==> config.mk <==
export PLATFORM = sky130hd
export DESIGN_NAME = dash_cluster_decoder_flat
export DESIGN_NICKNAME = d
export VERILOG_FILES = /design/src/rtl/body_ctrl_pkg.sv /design/src/rtl/dash_cluster_decoder_if.sv /design/src/rtl/blink_seq_checker.sv /design/src/rtl/dash_cluster_decoder.sv /design/src/flat_wrapper.sv
export SDC_FILE = /design/constraint.sdc
export NUM_CORES = 1
export LEC_CHECK = 0
export CORE_ASPECT_RATIO = 0.5
export CORE_UTILIZATION = 40
export CTS_CLUSTER_SIZE = 30
export DETAILED_ROUTE_END_ITERATION = 8
export GPL_ROUTABILITY_DRIVEN = 1
export MAX_ROUTING_LAYER = met4
export PLACE_DENSITY = 0.74
export SLEW_MARGIN = 10
export SYNTH_ARGS = -nofsm -noshare
export SYNTH_HDL_FRONTEND = slang
export SYNTH_HIERARCHICAL = 1
export SYNTH_SLANG_ARGS = --single-unit
==> constraint.sdc <==
create_clock -name CLK -period 2 [get_ports CLK]
set_clock_uncertainty 0.05 [all_clocks]
set_input_delay 0.4 -clock CLK [delete_from_list [all_inputs] [get_ports CLK]]
set_output_delay 0.4 -clock CLK [all_outputs]
set_load 0.05 [all_outputs]
==> src/rtl/body_ctrl_pkg.sv <==
// Shared lamp-pattern and gear-code constants used by the lighting controller
// and the dash cluster decoder, plus legality helpers built on those constants.
package body_ctrl_pkg;

  // rear_lights patterns
  localparam logic [9:0] RL_OFF     = 10'h000;
  localparam logic [9:0] RL_BRAKE   = 10'h186;
  localparam logic [9:0] RL_REVERSE = 10'h030;

  // rear_blinkers patterns: right sweep R1..R4, left sweep L1..L4, hazard
  localparam logic [9:0] RB_OFF = 10'h000;
  localparam logic [9:0] RB_R1  = 10'h008;
  localparam logic [9:0] RB_R2  = 10'h00C;
  localparam logic [9:0] RB_R3  = 10'h00E;
  localparam logic [9:0] RB_R4  = 10'h00F;
  localparam logic [9:0] RB_L1  = 10'h040;
  localparam logic [9:0] RB_L2  = 10'h0C0;
  localparam logic [9:0] RB_L3  = 10'h1C0;
  localparam logic [9:0] RB_L4  = 10'h3C0;
  localparam logic [9:0] RB_HAZ = 10'h3CF;

  // front_blinkers patterns
  localparam logic [9:0] FB_OFF   = 10'h000;
  localparam logic [9:0] FB_RIGHT = 10'h00F;
  localparam logic [9:0] FB_LEFT  = 10'h3C0;
  localparam logic [9:0] FB_HAZ   = 10'h201;

  // front_headlights patterns
  localparam logic [9:0] FH_OFF  = 10'h000;
  localparam logic [9:0] FH_DAY  = 10'h020;
  localparam logic [9:0] FH_LOW  = 10'h010;
  localparam logic [9:0] FH_HIGH = 10'h048;

  // gear codes; forward gears 1..6 are the plain binary values 001..110
  localparam logic [2:0] GEAR_PARK = 3'b000;
  localparam logic [2:0] GEAR_1    = 3'b001;
  localparam logic [2:0] GEAR_6    = 3'b110;
  localparam logic [2:0] GEAR_R    = 3'b111;

  // fault vector bit positions
  localparam int FLT_PATTERN  = 0;
  localparam int FLT_REAR_SEQ = 1;
  localparam int FLT_GEAR     = 2;
  localparam int FLT_MISMATCH = 3;

  typedef enum logic [1:0] {
    BEAM_OFF  = 2'b00,
    BEAM_DAY  = 2'b01,
    BEAM_LOW  = 2'b10,
    BEAM_HIGH = 2'b11
  } beam_e;

  function automatic logic rear_lights_legal(input logic [9:0] p);
    return (p == RL_OFF) || (p == RL_BRAKE) || (p == RL_REVERSE);
  endfunction

  function automatic logic rear_is_right(input logic [9:0] p);
    return (p == RB_R1) || (p == RB_R2) || (p == RB_R3) || (p == RB_R4);
  endfunction

  function automatic logic rear_is_left(input logic [9:0] p);
    return (p == RB_L1) || (p == RB_L2) || (p == RB_L3) || (p == RB_L4);
  endfunction

  function automatic logic rear_blk_legal(input logic [9:0] p);
    return (p == RB_OFF) || (p == RB_HAZ) || rear_is_right(p) || rear_is_left(p);
  endfunction

  function automatic logic front_blk_legal(input logic [9:0] p);
    return (p == FB_OFF) || (p == FB_RIGHT) || (p == FB_LEFT) || (p == FB_HAZ);
  endfunction

  function automatic logic headlights_legal(input logic [9:0] p);
    return (p == FH_OFF) || (p == FH_DAY) || (p == FH_LOW) || (p == FH_HIGH);
  endfunction

  // Rear sweep step: OFF is always reachable, OFF starts a sweep or hazard,
  // each sweep advances one lamp and wraps; holding any lit pattern is illegal.
  function automatic logic rear_step_legal(input logic [9:0] prev, input logic [9:0] cur);
    if (cur == RB_OFF) return 1'b1;
    case (prev)
      RB_OFF:  return (cur == RB_R1) || (cur == RB_L1) || (cur == RB_HAZ);
      RB_R1:   return cur == RB_R2;
      RB_R2:   return cur == RB_R3;
      RB_R3:   return cur == RB_R4;
      RB_R4:   return cur == RB_R1;
      RB_L1:   return cur == RB_L2;
      RB_L2:   return cur == RB_L3;
      RB_L3:   return cur == RB_L4;
      RB_L4:   return cur == RB_L1;
      default: return 1'b0;
    endcase
  endfunction

  // Gear change: hold, drop to PARK, PARK->1/R, 1->2/R, single up/down steps.
  function automatic logic gear_step_legal(input logic [2:0] from, input logic [2:0] to);
    if ((to == from) || (to == GEAR_PARK)) return 1'b1;
    case (from)
      GEAR_PARK: return (to == GEAR_1) || (to == GEAR_R);
      GEAR_R:    return 1'b0;
      GEAR_1:    return (to == 3'b010) || (to == GEAR_R);
      default:   return ((from != GEAR_6) && (to == from + 3'd1)) || (to == from - 3'd1);
    endcase
  endfunction

endpackage

==> src/rtl/dash_cluster_decoder_if.sv <==
// Bundle of lamp-pattern inputs and cluster indicator outputs between the
// body controller (master) and the dash cluster decoder (slave).
interface dash_cluster_decoder_if;
  logic [9:0] rear_lights;
  logic [9:0] rear_blinkers;
  logic [9:0] front_blinkers;
  logic [9:0] front_headlights;
  logic [2:0] transmission;
  logic       fault_clr;
  logic [1:0] turn_ind;
  logic       hazard_ind;
  logic       brake_ind;
  logic       reverse_ind;
  logic [1:0] beam_ind;
  logic [2:0] gear_disp;
  logic [7:0] blink_cnt;
  logic [3:0] fault;

  modport master (
    output rear_lights, rear_blinkers, front_blinkers, front_headlights,
           transmission, fault_clr,
    input  turn_ind, hazard_ind, brake_ind, reverse_ind, beam_ind,
           gear_disp, blink_cnt, fault
  );

  modport slave (
    input  rear_lights, rear_blinkers, front_blinkers, front_headlights,
           transmission, fault_clr,
    output turn_ind, hazard_ind, brake_ind, reverse_ind, beam_ind,
           gear_disp, blink_cnt, fault
  );
endinterface

==> src/rtl/blink_seq_checker.sv <==
// Tracks the previous rear_blinkers sample, flags illegal sweep steps and
// counts completed blink cycles (saturating).
module blink_seq_checker
  import body_ctrl_pkg::*;
(
  input  logic       clk_i,
  input  logic       rst_ni,
  input  logic [9:0] rear_blinkers_i,
  input  logic       first_i,
  output logic       seq_viol_o,
  output logic [7:0] blink_cnt_o
);

  logic [9:0] prev_q;
  logic [7:0] cnt_q, cnt_d;
  logic       wrap;

  // Step checks and cycle detection; suppressed on the first sample after
  // reset because prev_q then holds no real history. Out-of-set samples are
  // reported as pattern faults only, not as sequence faults.
  always_comb begin
    seq_viol_o = 1'b0;
    wrap       = 1'b0;
    cnt_d      = cnt_q;
    if (!first_i) begin
      seq_viol_o = rear_blk_legal(rear_blinkers_i) &&
                   !rear_step_legal(prev_q, rear_blinkers_i);
      wrap = ((prev_q == RB_R4)  && (rear_blinkers_i == RB_R1)) ||
             ((prev_q == RB_L4)  && (rear_blinkers_i == RB_L1)) ||
             ((prev_q == RB_OFF) && (rear_blinkers_i == RB_HAZ));
    end
    if (wrap && (cnt_q != 8'hFF)) cnt_d = cnt_q + 8'd1;
  end

  // Previous-sample and blink-counter registers.
  always_ff @(posedge clk_i or negedge rst_ni) begin
    if (!rst_ni) begin
      prev_q <= '0;
      cnt_q  <= '0;
    end else begin
      prev_q <= rear_blinkers_i;
      cnt_q  <= cnt_d;
    end
  end

  assign blink_cnt_o = cnt_q;

endmodule

==> src/rtl/dash_cluster_decoder.sv <==
// Dash cluster decoder: turns raw lamp patterns and gear codes into cluster
// indicators with one cycle of latency, and keeps sticky fault flags.
module dash_cluster_decoder
  import body_ctrl_pkg::*;
(
  input  logic                   CLK,
  input  logic                   RST,
  dash_cluster_decoder_if.slave  bus
);

  logic [1:0] turn_q, turn_d;
  logic       hazard_q, hazard_d;
  logic       brake_q, brake_d;
  logic       reverse_q, reverse_d;
  logic [1:0] beam_q, beam_d;
  logic [2:0] gear_q, gear_d;
  logic [3:0] fault_q, fault_d;
  logic       first_q;
  logic       rl_ok, rb_ok, fb_ok, fh_ok;
  logic       seq_viol, gear_flt, mismatch;
  logic [7:0] blink_cnt;

  blink_seq_checker u_seq (
    .clk_i          (CLK),
    .rst_ni         (RST),
    .rear_blinkers_i(bus.rear_blinkers),
    .first_i        (first_q),
    .seq_viol_o     (seq_viol),
    .blink_cnt_o    (blink_cnt)
  );

  // Next-state decode; an out-of-set input freezes the indicators it drives.
  // Gear legality is judged against the last legally reached gear so that a
  // lever parked on an illegal target keeps flagging instead of being adopted.
  always_comb begin
    rl_ok = rear_lights_legal(bus.rear_lights);
    rb_ok = rear_blk_legal(bus.rear_blinkers);
    fb_ok = front_blk_legal(bus.front_blinkers);
    fh_ok = headlights_legal(bus.front_headlights);

    brake_d   = rl_ok ? (bus.rear_lights == RL_BRAKE)   : brake_q;
    reverse_d = rl_ok ? (bus.rear_lights == RL_REVERSE) : reverse_q;
    turn_d    = fb_ok ? {bus.front_blinkers == FB_LEFT, bus.front_blinkers == FB_RIGHT}
                      : turn_q;
    hazard_d  = (fb_ok && rb_ok) ? ((bus.front_blinkers == FB_HAZ) ||
                                    (bus.rear_blinkers == RB_HAZ))
                                 : hazard_q;

    beam_d = beam_q;
    case (bus.front_headlights)
      FH_OFF:  beam_d = BEAM_OFF;
      FH_DAY:  beam_d = BEAM_DAY;
      FH_LOW:  beam_d = BEAM_LOW;
      FH_HIGH: beam_d = BEAM_HIGH;
      default: beam_d = beam_q;
    endcase

    gear_d   = gear_q;
    gear_flt = 1'b0;
    if (first_q || gear_step_legal(gear_q, bus.transmission)) gear_d = bus.transmission;
    else gear_flt = 1'b1;

    mismatch = ((bus.front_blinkers == FB_RIGHT) && rear_is_left(bus.rear_blinkers)) ||
               ((bus.front_blinkers == FB_LEFT)  && rear_is_right(bus.rear_blinkers));

    fault_d = bus.fault_clr ? 4'b0000 : fault_q;
    fault_d[FLT_PATTERN]  = fault_d[FLT_PATTERN]  | ~(rl_ok & rb_ok & fb_ok & fh_ok);
    fault_d[FLT_REAR_SEQ] = fault_d[FLT_REAR_SEQ] | seq_viol;
    fault_d[FLT_GEAR]     = fault_d[FLT_GEAR]     | gear_flt;
    fault_d[FLT_MISMATCH] = fault_d[FLT_MISMATCH] | mismatch;
  end

  // Registered indicator, gear, fault and first-sample state.
  always_ff @(posedge CLK or negedge RST) begin
    if (!RST) begin
      turn_q    <= '0;
      hazard_q  <= 1'b0;
      brake_q   <= 1'b0;
      reverse_q <= 1'b0;
      beam_q    <= BEAM_OFF;
      gear_q    <= GEAR_PARK;
      fault_q   <= '0;
      first_q   <= 1'b1;
    end else begin
      turn_q    <= turn_d;
      hazard_q  <= hazard_d;
      brake_q   <= brake_d;
      reverse_q <= reverse_d;
      beam_q    <= beam_d;
      gear_q    <= gear_d;
      fault_q   <= fault_d;
      first_q   <= 1'b0;
    end
  end

  assign bus.turn_ind    = turn_q;
  assign bus.hazard_ind  = hazard_q;
  assign bus.brake_ind   = brake_q;
  assign bus.reverse_ind = reverse_q;
  assign bus.beam_ind    = beam_q;
  assign bus.gear_disp   = gear_q;
  assign bus.blink_cnt   = blink_cnt;
  assign bus.fault       = fault_q;

endmodule

==> src/flat_wrapper.sv <==
// flat-port wrapper written by rule: the top's interface ports become plain ports
module dash_cluster_decoder_flat import body_ctrl_pkg::*;
  (CLK, RST, bus_rear_lights, bus_rear_blinkers, bus_front_blinkers, bus_front_headlights, bus_transmission, bus_fault_clr, bus_turn_ind, bus_hazard_ind, bus_brake_ind, bus_reverse_ind, bus_beam_ind, bus_gear_disp, bus_blink_cnt, bus_fault);
  dash_cluster_decoder_if bus_i ();
  input  logic CLK;
  input  logic RST;
  input wire logic [$bits(bus_i.rear_lights)-1:0] bus_rear_lights;
  input wire logic [$bits(bus_i.rear_blinkers)-1:0] bus_rear_blinkers;
  input wire logic [$bits(bus_i.front_blinkers)-1:0] bus_front_blinkers;
  input wire logic [$bits(bus_i.front_headlights)-1:0] bus_front_headlights;
  input wire logic [$bits(bus_i.transmission)-1:0] bus_transmission;
  input wire logic [$bits(bus_i.fault_clr)-1:0] bus_fault_clr;
  output wire logic [$bits(bus_i.turn_ind)-1:0] bus_turn_ind;
  output wire logic [$bits(bus_i.hazard_ind)-1:0] bus_hazard_ind;
  output wire logic [$bits(bus_i.brake_ind)-1:0] bus_brake_ind;
  output wire logic [$bits(bus_i.reverse_ind)-1:0] bus_reverse_ind;
  output wire logic [$bits(bus_i.beam_ind)-1:0] bus_beam_ind;
  output wire logic [$bits(bus_i.gear_disp)-1:0] bus_gear_disp;
  output wire logic [$bits(bus_i.blink_cnt)-1:0] bus_blink_cnt;
  output wire logic [$bits(bus_i.fault)-1:0] bus_fault;
  assign bus_i.rear_lights = bus_rear_lights;
  assign bus_i.rear_blinkers = bus_rear_blinkers;
  assign bus_i.front_blinkers = bus_front_blinkers;
  assign bus_i.front_headlights = bus_front_headlights;
  assign bus_i.transmission = bus_transmission;
  assign bus_i.fault_clr = bus_fault_clr;
  assign bus_turn_ind = bus_i.turn_ind;
  assign bus_hazard_ind = bus_i.hazard_ind;
  assign bus_brake_ind = bus_i.brake_ind;
  assign bus_reverse_ind = bus_i.reverse_ind;
  assign bus_beam_ind = bus_i.beam_ind;
  assign bus_gear_disp = bus_i.gear_disp;
  assign bus_blink_cnt = bus_i.blink_cnt;
  assign bus_fault = bus_i.fault;
  dash_cluster_decoder u_core (.CLK(CLK), .RST(RST), .bus(bus_i));
endmodule
==> impl_results.md, run 1 <==
- Run status: finished with violations
- Failing checks: negative setup slack
- Seq/Total Area, Yosys: 0.389
- Post-synthesis register bit count: 33
- # H-tree levels: 2
- Port bufs: 67
- Worst hold path depth: 2
- Total GRT Usage: 0.218
- # DRC: 0
- Largest area contributor in the netlist: dfrtp_1
- Vias per inst: 5.46
- Detailed-route via count: 2,227
- Dominant synthesized flop cell: dfrtp_1
- Worst-Margin Slew: 0.505 ns
- Max Root-Sink Buffers: 2
- Area of the mapped netlist: 2120 um2
- Final Critical Period: 2.10 ns
- EDFF count, synth: 0
- Chip width: 105 um
- Syn nets: 266
- FP Rows: 18
- Slew Viols, Final: 0
- Placed Area: 3210 um2
- Top cells by count, synth: 32 x dfrtp_1, 15 x nand3_1, 13 x nor2_1
- Die Area: 5620 um2
- Clock sinks: 33
- Crit path cell chain: buf_6, or4_4, or3_4, or4_4, o211ai_1, nor4_1, a21o_1
- Post-synth top area share: 0.377
- Routed length on met1: 2610 um
- Hold worst-path end: u_core/u_seq/prev_q[5]
- Cell count after synthesis: 214
- First-pass GRT wire length: 9230 um
- Top-count cell post-synth: dfrtp_1
- Pwr per Cell Area: 622 nW/um2
- Synth-to-layout area growth: 66.1%
- Peak Freq: 476 MHz
- Most common cell type on the critical path: or4_4
- Wire length on met2: 2960 um
- Worst vdd ir: 0.000325 V
- Max-cap violation count: 0
- Vias in the first global route: 2,083
- Share of cells above drive strength 1: 0.370
- Highest routed layer: met4
- R2R cell count: 7
- Final wirelength: 5970 um
- Routability cong.: 0.848
- Unrepaired setup endpoints after global routing: yes
- Reg-to-reg endpoint: u_core/bus.fault[1]
- Fin util: 0.703
- I/O Pins: 68
- Mean Syn Cell Area: 9.93 um2
- Post-synth cell types: 56
- Grt ovf: 0
- First-pass iteration count of the detailed router: 5
- Final worst setup slack: -0.102 ns
- Rel. slew slack: 0.662
- Final Hold Vio Count: 0
- CP startpoint kind: input pin
- Final antenna-violating net count: 0
- Starting DRT DRC Count: 137
- Critical Path Sink Type: register
- Worst hold start: bus_rear_blinkers[5]
- Post-synthesis async set-or-reset flop share: 1.00
- Initial antenna violation count: 0
- ANT cells: 0
- Clock latency on the worst-skew pair: 0.29 ns
- Final nets: 389
- Critical Path RT: 2.14 ns
- WL/cell: 14.6 um
- Design area: 3530 um2
- CTS buffer count: 5
- Max incr delay on CP: 0.54 ns
- CTS tree: built
- Die height: 53.5 um
- CTS root buffer: clkbuf_8
- Initial Util: 0.423
- Critical path fanouts, max: 3
- P_leak: 0.00153 uW
- Critical setup path kind: input pin to register
- Hold crit path type: input pin to register
- Fin crit share: 1.05
- Tot Pwr: 2200 uW
- Worst path slowest cell: or4_4
- Synth area leaders: dfrtp_1 38%, xnor2_1 3.7%, ha_1 3.5%
- Hold Worst Slack: 0.273 ns
- Data arrival, critical path: 2.24 ns
- CTS clk-pin slew, worst paths: 0.07 ns
- Ys Warns: 6
- R2r setup slk: -0.06 ns
- Largest net degree at the start of global routing: 34
- Core area: 5020 um2
- R2r startpoint: u_core/u_seq/prev_q[6]
- Final Setup Violations: 6
- Detailed placement HPWL: 4320 um
- Routed met3 length: 300 um
-- critical path: cells and delay by family --
family                 cells  cell delay (ns)
AOI/OAI and AO/OA          2             0.24
and+or+nand+nor            4             1.50
buffers and inverters      1             0.09
-- stage by stage --
step                setup TNS (ns)  worst slack (ns)  instances
finish                      -0.302            -0.102        408
CTS                         -0.245            -0.145        404
global placement             -6.92            -0.681        394
detailed placement           -7.50            -0.730        394
floorplan                   -0.810            -0.210        214
global route                -0.982            -0.174        408
-- layout make-up --
| cell class | instances | area [um2] |
|---|---|---|
| sequential | 33 | 831 |
| tap | 70 | 87.6 |
| clock buffer | 7 | 96.3 |
| multi-input combinational | 168 | 1430 |
| fill | 363 | 1490 |
| clock inverter | 1 | 5.00 |
| inverter | 10 | 37.5 |
| timing repair buffer | 119 | 1050 |
-- sequential cells by signal (all words and copies together), names as in the netlist --
| register | count |
|---|---|
| u_core/u_seq/prev_q | 10 |
| u_core/u_seq/blink_cnt_o | 8 |
| u_core/bus.fault | 4 |
| u_core/bus.gear_disp | 3 |
| u_core/bus.beam_ind | 2 |
| u_core/bus.turn_ind | 2 |
| u_core/bus.brake_ind | 1 |
| u_core/bus.hazard_ind | 1 |
| u_core/bus.reverse_ind | 1 |
| u_core/first_q | 1 |
-- cell usage in the layout (no fill, tap or decap), drive strengths merged, types with 2 or more instances in the layout --
master	synthesis	routed
o2111ai	3	3
a211oi	4	4
and4	3	3
o21ai	11	11
a21o	2	2
or3	3	3
nand3	15	15
o2bb2ai	2	2
ha	6	6
nor2	13	13
mux2	4	4
nand2	11	11
nor3b	2	2
and3	2	2
nor4	11	11
a21oi	5	5
o211ai	4	4
dfrtp	32	32
a21boi	4	4
xnor2	9	9
and2	3	3
clkbuf	0	7
nor2b	2	2
inv	10	10
nor4b	2	2
or4	5	5
nand4	4	4
a32oi	2	2
buf	3	67
and4bb	2	2
nor3	8	8
clkdlybuf4s50	0	42
xor2	7	7
dlygate4sd2	0	5
o32ai	2	2
dlymetal6s2s	0	5
-- where the power goes --
part | internal [uW] | total [uW] | switching [uW]
Combinational | 429 | 854 | 425
Clock | 311 | 564 | 253
Sequential | 718 | 779 | 60.6
Total | 1460 | 2200 | 739
-- routing by layer --
metal	global-route usage	up-vias
li1	-	1065
met1	0.262	1072
met2	0.384	77
met3	0.0424	13
met4	0.0657	0
met5	-	-
-- what timing repair did --
item,CTS,global route
gates cloned,0,0
hold buffers,0,0
setup endpoints to repair,14,16
resized for setup,29,30
setup buffers,2,4
pin swaps,17,15
-- worst max-delay path by stage --
stage | from | to
after CTS | bus_rear_blinkers[9] | u_core/bus.fault[1]
after floorplan | bus_rear_blinkers[5] | u_core/bus.fault[1]
after detailed placement | bus_rear_blinkers[5] | u_core/bus.fault[1]
final | bus_rear_blinkers[5] | u_core/bus.fault[1]
after global routing | u_core/u_seq/prev_q[6] | u_core/bus.fault[1]
after global placement | bus_rear_blinkers[5] | u_core/bus.fault[1]
-- cells by family after synthesis --
logic type               after synthesis  share of synthesized area
AND/OR/NAND/NOR                       92                      0.274
AO/OA/AOI/OAI                         49                      0.179
flip-flops                            33                      0.389
XOR/XNOR                              16                     0.0660
buffers and inverters                 13                     0.0336
adder cells (fa/ha/maj)                6                     0.0353
multiplexers                           4                     0.0212
other                                  1                    0.00177
Power figures use the tool's default switching activity.
==> run 2: changes to the inputs <==
--- a/config.mk
+++ b/config.mk
@@ -11,9 +11,8 @@
 export DETAILED_ROUTE_END_ITERATION = 8
 export GPL_ROUTABILITY_DRIVEN = 1
 export MAX_ROUTING_LAYER = met4
-export PLACE_DENSITY = 0.74
+export PLACE_DENSITY = 0.75
 export SLEW_MARGIN = 10
 export SYNTH_ARGS = -nofsm -noshare
 export SYNTH_HDL_FRONTEND = slang
-export SYNTH_HIERARCHICAL = 1
 export SYNTH_SLANG_ARGS = --single-unit
==> run 2 against run 1 <==
  * The run now ends clean
  * Register-to-register slack improved by 0.09 ns
  * Die area fell by 9.1%
  * Critical path type is now register to register
  * Largest power group unchanged
  * Global-route usage fell by 0.086 points
  * Design area fell by 8.7%
  * Worst setup slack improved by 0.13 ns
  * Area after synthesis fell by 9.3%
  * Non-clock buffer count fell by 13
  * Via count fell by 13%
  * Flip-flop and latch count did not move
  * Count of clock-buffer cells in the layout fell by 2
==> impl_results.md, run 2 <==
- Run status: completed
- Vias in the first global route: 1,904
- Area of the mapped netlist: 1930 um2
- WL/cell: 14.6 um
- Share of cells above drive strength 1: 0.316
- Total GRT Usage: 0.217
- Fin crit share: 0.984
- First-pass GRT wire length: 8410 um
- Max-cap violation count: 0
- Top cells by count, synth: 32 x dfrtp_1, 19 x nor2_1, 14 x nand2_1
- Initial Util: 0.427
- Reg-to-reg endpoint: u_core.bus.gear_disp[0]
- Ys Warns: 0
- Critical setup path kind: register to register
- Detailed placement HPWL: 3980 um
- Commonest non-fill, non-tap cell in the layout: buf_4
- Chip width: 100 um
- Hold crit path type: register to register
- Mean Syn Cell Area: 9.98 um2
- # DRC: 0
- Die Area: 5120 um2
- P_leak: 0.00141 uW
- Max FFs per register: 10
- Register Area: 832 um2
- # H-tree levels: 2
- Largest area contributor in the netlist: dfrtp_1
- Worst hold path depth: 1
- Post-synthesis register bit count: 33
- Final Setup Violations: 0
- ANT cells: 0
- Critical Path RT: 2.12 ns
- Final Critical Period: 1.97 ns
- Final nets: 359
- Seq/Total Area, Yosys: 0.429
- Largest net degree at the start of global routing: 34
- Cell count after synthesis: 193
- Max Root-Sink Buffers: 2
- Clock latency on the worst-skew pair: 0.29 ns
- Worst hold start: u_core.bus.turn_ind[0]
- Synth-to-layout area growth: 67.3%
- Final Hold Vio Count: 0
- Vias per inst: 5.21
- Cts hold-fix bufs: 0
- Worst vdd ir: 0.000330 V
- Syn nets: 246
- Clock sinks: 33
- Worst-Margin Slew: 0.523 ns
- Post-synth top area share: 0.416
- Core area: 4510 um2
- Slew Viols, Final: 0
- R2R cell count: 8
- Routability cong.: 0.847
- Peak Freq: 508 MHz
- Largest Register: u_core.u_seq.prev_q
- CTS root buffer: clkbuf_8
- Detailed-route via count: 1,945
- Post-synthesis async set-or-reset flop share: 1.00
- First-pass iteration count of the detailed router: 4
- CTS tree: built
- Synth area leaders: dfrtp_1 42%, ha_1 4.5%, nor2_1 3.7%
- Data arrival, critical path: 2.09 ns
- Setup TNS: 0 ns
- I/O Pins: 68
- Final wirelength: 5460 um
- Starting DRT DRC Count: 51
- FP Rows: 17
- Rel. slew slack: 0.650
- Final worst setup slack: 0.0319 ns
- CP startpoint kind: register
- Final antenna-violating net count: 0
- Unrepaired setup endpoints after global routing: yes
- Post-synth cell types: 51
- Critical Path Sink Type: register
- R2r setup slk: 0.03 ns
- Multi-input logic area: 1200 um2
- Critical path fanouts, max: 5
- Most frequent cells in the layout: 48 x buf_4, 47 x clkdlybuf4s50_1, 28 x dfrtp_1, 16 x nor2_1, 13 x nand2_1
- Grt ovf: 0
- Top-count cell post-synth: dfrtp_1
- EDFF count, synth: 0
- Pwr per Cell Area: 739 nW/um2
- Die height: 51.1 um
- Pre-CTS setup slack: -0.414 ns
- Initial antenna violation count: 0
- Fill count: 338
- R2r startpoint: u_core.bus.gear_disp[0]
- Port bufs: 67
- Hold worst-path end: u_core.bus.turn_ind[0]
- Dominant synthesized flop cell: dfrtp_1
- CTS clk-pin slew, worst paths: 0.07 ns
- Tot Pwr: 2380 uW
- CTS buffer count: 5
[run 2: how the worst max path moves through the flow]
stage                                           start                     endpoint  cells after the start
final                         u_core.bus.gear_disp[0]      u_core.bus.gear_disp[0]                      8
after global routing          u_core.bus.gear_disp[1]      u_core.bus.gear_disp[0]                      8
after CTS                      u_core.u_seq.prev_q[1]  u_core.u_seq.blink_cnt_o[1]                      5
after detailed placement         bus_rear_blinkers[6]  u_core.u_seq.blink_cnt_o[1]                      7
after global placement           bus_rear_blinkers[0]          u_core.bus.fault[1]                      7
after floorplan           u_core.u_seq.blink_cnt_o[4]  u_core.u_seq.blink_cnt_o[1]                      5
[run 2: where the power goes]
part           leakage (uW)  switching (uW)  internal (uW)
logic              0.000948             423            399
registers          0.000399            82.3            727
clock network     0.0000681             255            495
total               0.00141             761           1620
[run 2: cell type report]
cell class / instances / share of cell area
inverter: 10 / 0.0116
clock inverter: 3 / 0.0202
clock buffer: 5 / 0.0214
multi-input combinational: 150 / 0.373
sequential: 33 / 0.258
timing repair buffer: 106 / 0.290
tap: 66 / 0.0256
[run 2: what timing repair did]
| item | in CTS | in global routing |
|---|---|---|
| setup buffers | 3 | 3 |
| endpoints found under the hold margin | 0 | 0 |
| pin swaps | 10 | 9 |
| endpoints found under the setup margin | 10 | 11 |
| resized for setup | 19 | 14 |
[run 2: per-stage QoR]
| stage | cells | utilization | area (um2) | hold WS [ns] |
|---|---|---|---|---|
| 4_1_cts | 370 | 0.694 | 3130 | 0.423 |
| 3_5_place_dp | 359 | 0.650 | 2930 | 0.416 |
| 6_report | 373 | 0.715 | 3220 | 0.426 |
| 2_1_floorplan | 193 | - | 1960 | 0.0544 |
| 5_1_grt | 373 | 0.715 | 3220 | 0.423 |
| 3_3_place_gp | 359 | 0.650 | 2930 | 0.418 |
[run 2: routing by layer]
metal	routed length, um	part of all wire	GRT usage	up-vias
li1	-	-	-	947
met1	2350	0.43	0.256	938
met2	2830	0.52	0.389	55
met3	249	0.046	0.0451	5
met4	38	0.0070	0.0459	0
met5	0	0	-	-
[run 2: critical path: stages, from the launching register on]
cell and delay (ns):
dfrtp_2 0.46, ha_4 0.18, ha_4 0.20, xor2_1 0.15, a21oi_1 0.12, o211ai_1 0.09, o211ai_1 0.10, buf_4 0.16
mux2_2 0.33
[run 2: cells by family after synthesis]
logic type / synth area share
simple gates: 0.259
compound gates: 0.137
flops: 0.429
xor+xnor: 0.0682
buf+inv: 0.0195
fa+ha+maj: 0.0506
mux: 0.0344
other cells: 0.00195
==> run 3: changes to the inputs <==
--- a/config.mk
+++ b/config.mk
@@ -6,12 +6,14 @@
 export NUM_CORES = 1
 export LEC_CHECK = 0
 export CORE_ASPECT_RATIO = 0.5
+export CORE_MARGIN = 2
 export CORE_UTILIZATION = 40
 export CTS_CLUSTER_SIZE = 30
 export DETAILED_ROUTE_END_ITERATION = 8
 export GPL_ROUTABILITY_DRIVEN = 1
 export MAX_ROUTING_LAYER = met4
 export PLACE_DENSITY = 0.75
+export SKIP_CTS_REPAIR_TIMING = 1
 export SLEW_MARGIN = 10
 export SYNTH_ARGS = -nofsm -noshare
 export SYNTH_HDL_FRONTEND = slang
==> run 3 against run 2 <==
  * Global-route usage down 0.90 points
  * Flip-flop and latch count unchanged
  * Routed wire length up 0.93%
  * Count of clock-buffer cells in the layout up 2
  * Core utilization up 0.31 points
  * The run now ends with negative setup slack left
  * Largest power group unchanged
  * Clock power down 25%
  * Die area up 6.0%
  * First-iteration DRC count up 14%
==> impl_results.md, run 3 (synthesis results as in run 2) <==
- Final nets: 362
- Final wirelength: 5510 um
- ANT cells: 0
- Chip width: 102 um
- Final worst setup slack: -0.0121 ns
- Worst path slowest cell: dfrtp_2
- Synth-to-layout area growth: 68.0%
- CTS tree: built
- Slew Viols, Final: 0
- Clock sinks: 33
- Pwr per Cell Area: 675 nW/um2
- Final antenna-violating net count: 0
- Detailed-route via count: 1,955
- First-pass GRT wire length: 8330 um
- Grt met2 use: 0.332
- Vias in the first global route: 1,838
- Dpl cells: 359
- CP bufs+invs: 1
- Initial Util: 0.427
- CTS buffer count: 5
- # H-tree levels: 2
- WL/cell: 14.7 um
- Initial antenna violation count: 0
- Met3 global-route usage: 0.0634
- CP startpoint kind: register
- Worst vdd ir: 0.000372 V
- Port bufs: 67
- Max incr delay on CP: 0.47 ns
- Critical path fanouts, max: 6
- CP top delay family: flip-flops
- Largest net degree at the start of global routing: 34
- Clock latency on the worst-skew pair: 0.29 ns
- Detailed placement HPWL: 4020 um
- Critical Path Sink Type: register
- First-pass iteration count of the detailed router: 4
- Die height: 53.1 um
- Fin crit share: 1.01
- Final Critical Period: 2.01 ns
- Top Usage Layer GRT: met2
- Placed Area: 2930 um2
- Data arrival, critical path: 2.13 ns
- Critical setup path kind: register to register
- Max-cap violation count: 0
- FP Rows: 17
- Non-filler cells, final: 376
- Design area: 3240 um2
- Critical Path RT: 2.11 ns
- Final Hold Vio Count: 0
- Total GRT Usage: 0.208
- Core area: 4510 um2
- Die Area: 5420 um2
- CTS clk-pin slew, worst paths: 0.07 ns
- Most frequent cells in the layout: 50 x buf_4, 46 x clkdlybuf4s50_1, 27 x dfrtp_1, 16 x nor2_1, 14 x nand2_1
- CTS root buffer: clkbuf_8
- Largest Register: u_core.u_seq.prev_q
- Crit path cell chain: ha_4, ha_4, xor2_1, a21oi_1, o211ai_1, o211ai_1, buf_4, mux2_2
- Unrepaired setup endpoints after global routing: yes
- Tot Pwr: 2180 uW
- Vias per inst: 5.20
- Worst-Margin Slew: 0.524 ns
- Starting DRT DRC Count: 58
- I/O Pins: 68
- Max Root-Sink Buffers: 2
- Run status: finished with violations
- Commonest non-fill, non-tap cell in the layout: buf_4
- P_leak: 0.00151 uW
- Final Setup Violations: 3
- Failing checks: negative setup slack
- # DRC: 0
- Peak Freq: 497 MHz
- Fin util: 0.718
- Met1 usage: 0.259
- Max FFs per register: 10
- Grt ovf: 0
- Routability cong.: 0.885
- Hold crit path type: input pin to register
- Rel. slew slack: 0.649
- Share of cells above drive strength 1: 0.316
-- run 3: cell count changes in the layout (fill, tap and decap cells not counted), sizes merged --
cell,before,now
dlygate4sd2,9,0
buf,49,52
clkdlybuf4s50,47,46
bufinv,2,0
clkbuf,5,7
dlymetal6s2s,1,11
-- run 3: final cells by class --
| type | count | area [um2] |
|---|---|---|
| repair buffers | 109 | 996 |
| inverters | 10 | 37.5 |
| multi-input cells | 150 | 1190 |
| clock inverters | 1 | 5.00 |
| well taps | 66 | 82.6 |
| clock buffers | 7 | 96.3 |
| fillers | 353 | 1270 |
| flip-flops and latches | 33 | 833 |
-- run 3: final timing paths --
check                                   startpoint                      end  depth (start not counted)  slack (ns)
max reg2reg                u_core.bus.gear_disp[0]  u_core.bus.gear_disp[1]                          8       -0.01
max                        u_core.bus.gear_disp[0]  u_core.bus.gear_disp[1]                          8       -0.01
min                           bus_rear_blinkers[4]   u_core.u_seq.prev_q[4]                          2        0.36
min reg2reg                 u_core.bus.turn_ind[0]   u_core.bus.turn_ind[0]                          1        0.44
min in group asynchronous                      RST   u_core.u_seq.prev_q[9]                          2        0.48
max in group asynchronous                      RST  u_core.bus.gear_disp[0]                          2        1.08
-- run 3: metal layers --
layer | vias up | wire length (um) | part of all wire
met3 | 6 | 333 | 0.060
met4 | 0 | 58 | 0.011
met5 | - | 0 | 0
met2 | 58 | 2700 | 0.49
li1 | 954 | - | -
met1 | 937 | 2420 | 0.44
-- run 3: power by group --
group	internal, uW	leakage (uW)	switching (uW)
combinational	383	0.00106	428
sequential	727	0.000398	81.8
clock	311	0.0000542	253
total	1420	0.00151	763
-- run 3: stage by stage --
step | TNS, ns | hold WS [ns] | setup slack [ns]
6_report | -0.0231 | 0.358 | -0.0121
5_1_grt | -0.596 | 0.350 | -0.132
4_1_cts | -1.20 | 0.442 | -0.169
3_5_place_dp | -4.78 | 0.424 | -0.437
3_3_place_gp | -4.05 | 0.414 | -0.374
2_1_floorplan | 0 | 0.0544 | 0.0144
